`src/rtl/set_cfg.sv`:
```
// set_cfg: slow-peripheral settings register with a staged shadow copy.
//
// Software stages a value into a shadow register and then commits it to the
// active outputs in one step. Writes to the shadow/active pair are protected
// by a two-word key unlock sequence. An unlocked block that stays idle for
// UNLK_TO cycles relocks by itself and discards any staged value.
//
// Build option:
//   SETCFG_LOCK_EN  defined   : key FSM and idle relock are present.
//                   undefined : the block is permanently unlocked. KEY
//                               writes are ignored and Unlocked is tied to 1.
//
// Ports:
//   CLK          system clock
//   POR          synchronous active-high reset
//   BACT         bus access active
//   SetCSWR      settings chip-select with write
//   Op[1:0]      0=KEY, 1=STAGE, 2=COMMIT, 3=REVERT
//   A[DW:1]      write data: A[NCH:1] enables, A[DW:NCH+1] timeout
//   SlowEn       active slow-enable bits
//   SlowTimeout  active slow-access timeout
//   Unlocked     block is accepting STAGE/COMMIT/REVERT
//   Pending      shadow differs from active
//   CommitPulse  one-cycle pulse after each commit
module set_cfg #(
  parameter int              NCH     = 7,
  parameter int              TOW     = 4,
  parameter int              DW      = TOW + NCH,
  parameter logic [NCH-1:0]  RST_EN  = 7'h32,
  parameter logic [TOW-1:0]  RST_TO  = 4'hF,
  parameter logic [DW-1:0]   KEY     = 11'h5A5,
  parameter int              UNLK_TO = 255
) (
  input  logic           CLK,
  input  logic           POR,
  input  logic           BACT,
  input  logic           SetCSWR,
  input  logic [1:0]     Op,
  input  logic [DW:1]    A,
  output logic [NCH-1:0] SlowEn,
  output logic [TOW-1:0] SlowTimeout,
  output logic           Unlocked,
  output logic           Pending,
  output logic           CommitPulse
);

  typedef enum logic [1:0] {
    OP_KEY    = 2'd0,
    OP_STAGE  = 2'd1,
    OP_COMMIT = 2'd2,
    OP_REVERT = 2'd3
  } op_t;

  localparam logic [DW-1:0] RST_VAL = {RST_TO, RST_EN};

  // Bus write capture. wrQ/opQ/dQ are sampled on every edge, including
  // during reset, so a strobe held across reset is already "seen" when reset
  // releases; together with wrD resetting to 1 this suppresses a spurious
  // event until the strobe drops and reasserts.
  logic          wrQ;
  logic          wrD;
  op_t           opQ;
  logic [DW-1:0] dQ;
  logic          ev;

  logic [DW-1:0] shadow;
  logic [DW-1:0] active;
  logic          commitQ;

  assign ev = wrQ && !wrD;

`ifdef SETCFG_LOCK_EN
  typedef enum logic [1:0] {
    LOCKED   = 2'd0,
    KEY1     = 2'd1,
    UNLOCKED = 2'd2
  } state_t;

  localparam int            CW        = $clog2(UNLK_TO + 1);
  localparam logic [CW-1:0] TO_RELOAD = CW'(UNLK_TO);
  localparam logic [DW-1:0] KEY2      = ~KEY;

  state_t        state;
  logic [CW-1:0] idleCnt;
`else
  assign Unlocked = 1'b1;
`endif

  always_ff @(posedge CLK) begin
    wrQ <= BACT && SetCSWR;
    opQ <= op_t'(Op);
    dQ  <= A;

    if (POR) begin
      wrD         <= 1'b1;
      shadow      <= RST_VAL;
      active      <= RST_VAL;
      commitQ     <= 1'b0;
      SlowEn      <= RST_EN;
      SlowTimeout <= RST_TO;
      Pending     <= 1'b0;
      CommitPulse <= 1'b0;
`ifdef SETCFG_LOCK_EN
      state       <= LOCKED;
      idleCnt     <= '0;
      Unlocked    <= 1'b0;
`endif
    end else begin
      wrD     <= wrQ;
      commitQ <= 1'b0;

`ifdef SETCFG_LOCK_EN
      if (ev) begin
        case (state)
          LOCKED: begin
            if (opQ == OP_KEY && dQ == KEY) state <= KEY1;
          end
          KEY1: begin
            if (opQ == OP_KEY && dQ == KEY2) begin
              state   <= UNLOCKED;
              idleCnt <= TO_RELOAD;
            end else begin
              state <= LOCKED;
            end
          end
          UNLOCKED: begin
            case (opQ)
              OP_STAGE: begin
                shadow  <= dQ;
                idleCnt <= TO_RELOAD;
              end
              OP_COMMIT: begin
                active  <= shadow;
                commitQ <= 1'b1;
                state   <= LOCKED;
              end
              OP_REVERT: begin
                shadow <= active;
                state  <= LOCKED;
              end
              default: state <= LOCKED;
            endcase
          end
          default: state <= LOCKED;
        endcase
      end else if (state == UNLOCKED) begin
        // Relock on the idle cycle that takes the counter to zero, so exactly
        // UNLK_TO idle cycles follow the last reload.
        if (idleCnt <= CW'(1)) begin
          shadow <= active;
          state  <= LOCKED;
        end else begin
          idleCnt <= idleCnt - CW'(1);
        end
      end
      Unlocked <= (state == UNLOCKED);
`else
      if (ev) begin
        case (opQ)
          OP_STAGE:  shadow <= dQ;
          OP_COMMIT: begin
            active  <= shadow;
            commitQ <= 1'b1;
          end
          OP_REVERT: shadow <= active;
          default:   ;
        endcase
      end
`endif

      // All visible outputs are registered copies of the internal state.
      SlowEn      <= active[NCH-1:0];
      SlowTimeout <= active[DW-1:NCH];
      Pending     <= (shadow != active);
      CommitPulse <= commitQ;
    end
  end

endmodule

```
`config.mk`:
```
export PLATFORM = sky130hd
export DESIGN_NAME = set_cfg
export DESIGN_NICKNAME = d
export VERILOG_FILES = /design/src/rtl/set_cfg.sv
export SDC_FILE = /design/constraint.sdc
export NUM_CORES = 1
export LEC_CHECK = 0
export CAP_MARGIN = 15
export CORE_ASPECT_RATIO = 0.6
export CORE_MARGIN = 8
export CORE_UTILIZATION = 60
export DETAILED_ROUTE_END_ITERATION = 7
export DONT_BUFFER_PORTS = 1
export GPL_ROUTABILITY_DRIVEN = 0
export HOLD_SLACK_MARGIN = 0.03
export PLACE_DENSITY = 0.87
export SYNTH_ARGS = -nofsm -noshare
export SYNTH_HDL_FRONTEND = slang
export SYNTH_SLANG_ARGS = --single-unit
```
`constraint.sdc`:
```
create_clock -name CLK -period 2.45 [get_ports CLK]
set_input_delay 0.6125 -clock CLK [delete_from_list [all_inputs] [get_ports CLK]]
set_output_delay 0.6125 -clock CLK [all_outputs]
set_load 0.02 [all_outputs]
```
======== After elaboration in Yosys (flattened, before gate mapping) ========
Index checks and enable logic that the tools add are counted.
cells by class
  multiply operators ...................... 0
  shifts and indexed selects .............. 0
  $add $sub $neg .......................... 0
  bitwise logic cells ..................... 1
  divide/modulo/power cells ............... 0
  mux-type cells .......................... 2
  eq/ne operators ......................... 4
  reduce and logical (&&, ||, !) cells .... 7
  $lt $le $gt $ge ......................... 0
operator list
  cell                                                              count
  11-bit one-hot mux with 2 select lines                            1
  11-bit inequality test                                            1
  2-bit == test (second input constant)                             2
  2-bit AND reduction                                               2
  2-bit by 1-bit == test with 1-bit output (second input constant)  1
  1-bit logical AND                                                 2
  2-bit nonzero test                                                1
  2-bit OR reduction                                                1
  1-bit zero test                                                   1
  1-bit two-way mux                                                 1
  1-bit NOT                                                         1
word-level totals
  memories ................................ 0
  output and inout port bits .............. 14
  latch bits .............................. 0
  bits in writable memories ............... 0
  word-level logic and storage cells ...... 25
  input port bits ......................... 17
  ROM bits ................................ 0
  register bits after elaboration ......... 51

======== Depth between registers and ports, before layout ========
Gate-level depths: netlist (run 1).
  word-level depth ........................ 4
  mapped depth ............................ 5

======== Worst setup path before layout (run 1) ========
OpenSTA, ideal clock, no wires.
  path type ............................... in2reg
  start ................................... input POR
  end ..................................... register SlowEn[1]
  data required time ...................... 2327 ps
  setup slack ............................. 1147 ps
  library setup time ...................... 123 ps
  path buffers ............................ 2
  stages .................................. 3
  arrival time ............................ 1180 ps
  cell sequence ........................... buf_2 > clkbuf_1 > or2_2
RTL lines
  what                    RTL line  text
  start: declaration      35        input logic POR,
  end signal: assignment  172       SlowEn <= active[NCH-1:0];
  end: declaration        40        output logic [NCH-1:0] SlowEn,
No word-level cell between the ends.

======== Worst setup path in the final report (run 1) ========
  start ................................... register wrD
  end ..................................... register active[4]
between the ends
  cells in the longest elaborated chain, start to end .. 3
ends and longest elaborated chain
  what                                  RTL line  text
  start: declaration                    61        logic wrD;
  start signal: assignment              109       wrD <= wrQ;
  1-bit zero test                       70        assign ev = wrQ && !wrD;
  1-bit logical AND                     70
  2-bit AND reduction (no source line)  n/a
  end signal: assignment                162       active <= shadow;
  end: declaration                      67        logic [DW-1:0] active;
Every way passes these cells.
A chain may end at the register's enable or synchronous reset.

==> reports/qor.json, run 1 <==
{
  "sta": {
    "fmax_mhz": 610,
    "fin_worst_skew_ps": 6.75,
    "rsz0062_at_grt": "no",
    "worst_pin_slew_ps": 785,
    "hold_viol_final": 0,
    "report.final.slew_viol_count": 0,
    "period_minus_slack_ps": 1640,
    "hold-worst-slack_ps": 331,
    "setup-tns-final_ps": 0,
    "setup_viol": 0,
    "slew_headroom_pct": 47.7,
    "period_share_pct": 67.0
  },
  "clock_network": {
    "cts_tree": "built",
    "cts_buffer_depth": 2,
    "post_cts.repair.setup_buffers": 0,
    "root_driver": "clkbuf_8",
    "worst_skew_pair.late_latency_ps": 300,
    "cts_buffers": 5,
    "cts-resized-gates": 0,
    "cts-htree-levels": 2,
    "clk_transition_reported_paths_ps": 90,
    "clock-sinks": 51,
    "postCtsHoldBufs": 0
  },
  "worst_setup_path": {
    "timing.critical_path.to_type": "flop",
    "criticalPathCategory": "reg2reg",
    "cp-start-kind": "flop",
    "crit_fanout": 19,
    "cp.required_ps": 2640,
    "worst_ep_arrival_time_ps": 1830
  },
  "final_layout": {
    "final_util_pct": 63.5,
    "area_growth_pct": 3.73,
    "drive_above_1_share_pct": 10.0,
    "fillers": 222,
    "finish.cell_count_without_fillers": 184,
    "multi_input_comb_area_um2": 623,
    "antenna_cells": 0,
    "finalNetCount": 166,
    "ff_latch_area_um2": 1020
  },
  "pwr": {
    "power.ir.vdd_worst_uv": 364,
    "power_density_nw_per_um2": 765,
    "power.static_leakage_nw": 0.672
  },
  "floorplanning": {
    "placeableCoreArea_um2": 2800,
    "die_area_um2": 4870,
    "pin_count": 31,
    "die_height_um": 57.4,
    "placement_rows": 15,
    "initial_utilization_pct": 61.2,
    "die_w_um": 85.0
  },
  "route": {
    "routed_wire_length_per_instance_um": 16.7,
    "drt_drc_violations_left": 0,
    "dr_total_vias": 1045,
    "drt_first_iter_violations": 92,
    "drt-total-wl_um": 3070,
    "final_antenna_net_count": 0,
    "first_pass_iters": 6,
    "avgViaCountPerCell": 5.68
  },
  "yosys": {
    "proportion_of_synthesized_chip_area_in_sequential_cells_pct": 59.6,
    "syn_nets": 170,
    "ys_ff_latch": 51,
    "synth_warnings": 0,
    "synthDistinctLibCells": 23,
    "syn-mean-instance-area_um2": 11.2,
    "syn_inst": 153,
    "mappedNetlistArea_um2": 1710
  },
  "placement": {
    "port-buffer-count": 0,
    "dp_cells": 176,
    "dp.final_hpwl_um": 2030
  },
  "outcome": {
    "outcome": "completed"
  },
  "global_route": {
    "grt_start_max_net_pins": 38,
    "grt_antenna_before_repair": 0,
    "grt-ovfl-total": 0,
    "groute.usage.overall_pct": 13.0,
    "first_global_vias": 1020,
    "wire_length_of_the_first_global_routing_pass_um": 4820
  },
  "min_path": {
    "hold_path_class": "in2reg"
  },
  "run": {
    "maxCapViolations": 0
  }
}
final timing paths:
path	from	to	slack [ps]	depth (start not counted)
hold / removal	A[2]	dQ[1]$_DFF_P_	330	0
setup / recovery	wrD$_SDFF_PP1_	active[4]$_SDFFE_PP1P_	810	3
setup reg to reg	wrD$_SDFF_PP1_	active[4]$_SDFFE_PP1P_	810	3
hold reg to reg	commitQ$_SDFF_PP0_	CommitPulse$_SDFF_PP0_	450	1
Yosys cell counts:
cell,count,share of area [%]
a211o_1,7,3.6
nor3_1,1,0.29
mux2i_1,4,2.3
buf_2,3,0.88
nor4_1,2,0.73
xor2_1,11,5.6
nand3b_1,8,3.5
buf_6,2,1.3
or2_2,8,2.9
nand2_1,11,2.4
nor2_1,4,0.88
conb_1,1,0.22
a31oi_1,1,0.37
and2_1,2,0.73
and3b_1,1,0.51
o221ai_1,11,5.6
and4bb_1,1,0.73
nor2b_1,13,4.8
dfxtp_1,51,60
buf_4,1,0.44
a21oi_1,4,1.2
clkbuf_1,5,1.1
inv_1,1,0.22
area by class of cell:
| type | count | area share [%] |
|---|---|---|
| Tap cell | 34 | 2.40 |
| Clock buffer | 6 | 4.09 |
| Multi-Input combinational cell | 90 | 35.1 |
| Sequential cell | 51 | 57.5 |
| Inverter | 1 | 0.211 |
| Clock inverter | 2 | 0.705 |
layout by cell type (no fill, tap or decap), drive strengths merged:
cell type  count
nand2         11
clkbuf         6
a31oi          1
nor3           1
and4bb         1
o221ai        11
nor4           2
conb           1
clkinv         1
a21oi          4
nand3b         8
and2           2
xor2          11
and3b          1
nor2b         13
dfxtp         51
inv            1
mux2i          4
clkinvlp       1
or2            8
a211o          7
nor2           4
report_power, final:
part | internal, mW | total, mW | switching [mW]
combinational | 0.0176 | 0.0397 | 0.0221
clock | 0.200 | 0.449 | 0.250
sequential | 0.852 | 0.870 | 0.0179
total | 1.07 | 1.36 | 0.290
critical path, stage by stage, from the launching register on:
cell      delay (ps)
dfxtp_1          320
and4bb_1         790
nor2b_1          130
a211o_1          300
flip-flops by register name, summed over array words and instances (netlist names):
name / cells
active: 11
dQ: 11
shadow: 11
SlowEn: 7
SlowTimeout: 4
opQ: 2
CommitPulse: 1
Pending: 1
commitQ: 1
wrD: 1
wrQ: 1
logic make-up (layout without fill, tap and decap cells):
logic type / count (synthesis) / after routing / synth area share, %
DFF: 51 / 51 / 59.6
and+or+nand+nor: 51 / 51 / 17.5
AOI/OAI and AO/OA: 23 / 23 / 10.7
buffers and inverters: 12 / 9 / 3.95
xor gates and xnor gates: 11 / 11 / 5.63
muxes: 4 / 4 / 2.34
other: 1 / 1 / 0.219
metal layers:
layer | global-route usage [%] | vias up | part of all wire (%)
met3 | 7.87 | 7 | 7.5
met5 | 0 | - | 0
li1 | - | 512 | -
met1 | 13.9 | 499 | 42
met2 | 20.8 | 27 | 49
met4 | 4.52 | 0 | 1.3
per-stage QoR:
stage	instance area [um^2]	worst slack (ps)	power (mW)
3_3_place_gp	1690	945	0.926
5_1_grt	1780	723	1.42
4_1_cts	1780	805	1.38
2_1_floorplan	1710	1150	0.927
3_5_place_dp	1690	819	0.929
6_report	1780	810	1.36
No activity file was read; power rests on OpenSTA's default activity.
==> inputs of run 2 (changes only) <==
Settings changed: ABC_AREA from default to 1, CORE_UTILIZATION 60 to 55, PLACE_DENSITY 0.87 to 0.84.
Clock period 2.45 ns to 1.5 ns, I/O delays scaled along.
==> reports/qor.json, run 2 <==
{
  "outcome": {
    "outcome": "completed"
  },
  "pwr": {
    "power.sequential.fraction_pct": 59.6,
    "pwr-share-clk_pct": 35.8,
    "total_power_mw": 2.40,
    "power.combinational.fraction_pct": 4.6,
    "swShare_pct": 22.8,
    "power_density_nw_per_um2": 1220,
    "switching_power_mw": 0.548,
    "power.static_leakage_nw": 0.847,
    "power.ir.vdd_worst_uv": 737,
    "p_int_mw": 1.86
  },
  "floorplanning": {
    "pin_count": 31,
    "die_area_um2": 5570,
    "initial_utilization_pct": 57.4,
    "die_w_um": 91.1,
    "placement_rows": 16,
    "placeableCoreArea_um2": 3240,
    "die_height_um": 61.1
  },
  "global_route": {
    "grt-ovfl-total": 0,
    "grt_start_max_net_pins": 22,
    "wire_length_of_the_first_global_routing_pass_um": 5400,
    "groute.usage.overall_pct": 12.9,
    "first_global_vias": 1083,
    "grt_antenna_before_repair": 0
  },
  "sta": {
    "period_share_pct": 88.7,
    "hold_viol_final": 0,
    "hold-worst-slack_ps": 80.8,
    "report.final.slew_viol_count": 0,
    "fmax_mhz": 752,
    "fin_worst_skew_ps": 5.38,
    "rsz0062_at_grt": "no",
    "setup-tns-final_ps": 0,
    "period_minus_slack_ps": 1330,
    "setup_viol": 0
  },
  "clock_network": {
    "root_driver": "clkbuf_8",
    "cts_buffers": 5,
    "cts_tree": "built",
    "post_cts.repair.setup_buffers": 0,
    "worst_skew_pair.late_latency_ps": 310,
    "cts-htree-levels": 2,
    "clock-sinks": 51,
    "postCtsHoldBufs": 0,
    "cts-resized-gates": 0,
    "cts_buffer_depth": 2,
    "clk_transition_reported_paths_ps": 90
  },
  "placement": {
    "port-buffer-count": 0,
    "dp_cells": 245,
    "dp.final_hpwl_um": 2460
  },
  "final_layout": {
    "finalNetCount": 224,
    "antenna_cells": 0,
    "finish.cell_count_without_fillers": 253,
    "final_util_pct": 60.7,
    "layout.cells.most_common_list": "dfxtp_1, nand2_1, inv_1",
    "fillers": 295,
    "largest_registers": "active x11, dQ x11, shadow x11",
    "drive_above_1_share_pct": 16.8,
    "layout.cells.most_common": "dfxtp_1",
    "area_growth_pct": 5.64,
    "multi_input_comb_area_um2": 667,
    "ff_latch_area_um2": 1020
  },
  "yosys": {
    "syn_inst": 206,
    "ys_dominant_reg_cell": "dfxtp_1",
    "ys_ff_latch": 51,
    "mappedNetlistArea_um2": 1860,
    "synth.cells.most_frequent": "dfxtp_1, nand2_1, inv_1",
    "synth.top_cells.by_area": "dfxtp_1, nand2_1, inv_1, o21ai_1, a21oi_1",
    "post-synth-top-area-cell": "dfxtp_1",
    "postSynth.asyncResetShare_pct": 0,
    "synthDistinctLibCells": 25,
    "syn-mean-instance-area_um2": 9.04,
    "synth_largest_type_area_fraction_pct": 54.8,
    "synth_warnings": 0,
    "synth.most_common_cell": "dfxtp_1",
    "syn_nets": 223,
    "proportion_of_synthesized_chip_area_in_sequential_cells_pct": 54.8,
    "synth_enable_flop_cells": 0
  },
  "route": {
    "drt_first_iter_violations": 83,
    "dr_total_vias": 1204,
    "drt_drc_violations_left": 0,
    "first_pass_iters": 4,
    "routed_wire_length_per_instance_um": 13.4,
    "final_antenna_net_count": 0,
    "drt-total-wl_um": 3380,
    "avgViaCountPerCell": 4.76
  },
  "worst_setup_path": {
    "timing.critical_path.to_type": "flop",
    "cp.required_ps": 1710,
    "cp-start-kind": "flop",
    "criticalPathCategory": "reg2reg",
    "crit_fanout": 13,
    "worst_ep_arrival_time_ps": 1540
  },
  "run": {
    "maxCapViolations": 0
  },
  "min_path": {
    "hold_path_class": "in2reg"
  }
}
-- run 2: cell types whose count changed in the layout (fill, tap and decap cells not counted), moves of 11 or more --
cell,change
inv_1,+20
nand2_1,+33
nor2b_1,-13
o21ai_1,+15
o221ai_1,-11
xor2_1,-11
-- run 2: metrics by stage --
step           instance area [um^2]  setup slack (ps)
2_1_floorplan                  1860               465
3_5_place_dp                   1860               177
4_1_cts                        1970               165
6_report                       1970               170
5_1_grt                        1970              6.09
3_3_place_gp                   1860               229
-- run 2: cell type report --
type	count	area share (%)
Sequential cell	51	51.9
Multi-Input combinational cell	121	33.9
Inverter	26	5.34
Clock buffer	7	4.90
Tap cell	45	2.86
Timing Repair Buffer	2	0.763
Clock inverter	1	0.381
-- run 2: logic make-up after synthesis --
kind of cell	after synthesis	share of synthesized area [%]
xor gates and xnor gates	5	2.35
buffers and inverters	34	9.40
other	1	0.201
DFF	51	54.8
AOI/OAI and AO/OA	49	16.5
and+or+nand+nor	66	16.7
-- run 2: metal layers --
metal | global-route usage [%] | share of wire, %
met1 | 17.2 | 53
met4 | 8.31 | 1.6
met3 | 5.72 | 7.2
met5 | 0 | 0
met2 | 16.4 | 38
-- run 2: critical path: stages (launching register included) --
cell     delay [ps]
dfxtp_1         600
inv_8            70
nor2_8          210
inv_2           130
a21oi_1         140
o21ai_1          70
-- run 2: power by group through the flow --
stage          combinational [mW]  clock, mW  sequential (mW)
2_1_floorplan               0.111          0             1.45
3_3_place_gp                0.108          0             1.46
3_5_place_dp                0.110          0             1.46
4_1_cts                     0.110      0.885             1.43
5_1_grt                     0.125      0.943             1.44
6_report                    0.110      0.861             1.43
-- run 2: final timing paths --
check | startpoint | end | slack (ps) | cells after the start
min | A[8] | dQ[7]$_DFF_P_ | 80 | 0
max reg2reg | opQ[0]$_DFF_P_ | shadow[10]$_SDFFE_PP1P_ | 170 | 5
max | opQ[0]$_DFF_P_ | shadow[10]$_SDFFE_PP1P_ | 170 | 5
min reg2reg | commitQ$_SDFF_PP0_ | CommitPulse$_SDFF_PP0_ | 410 | 2
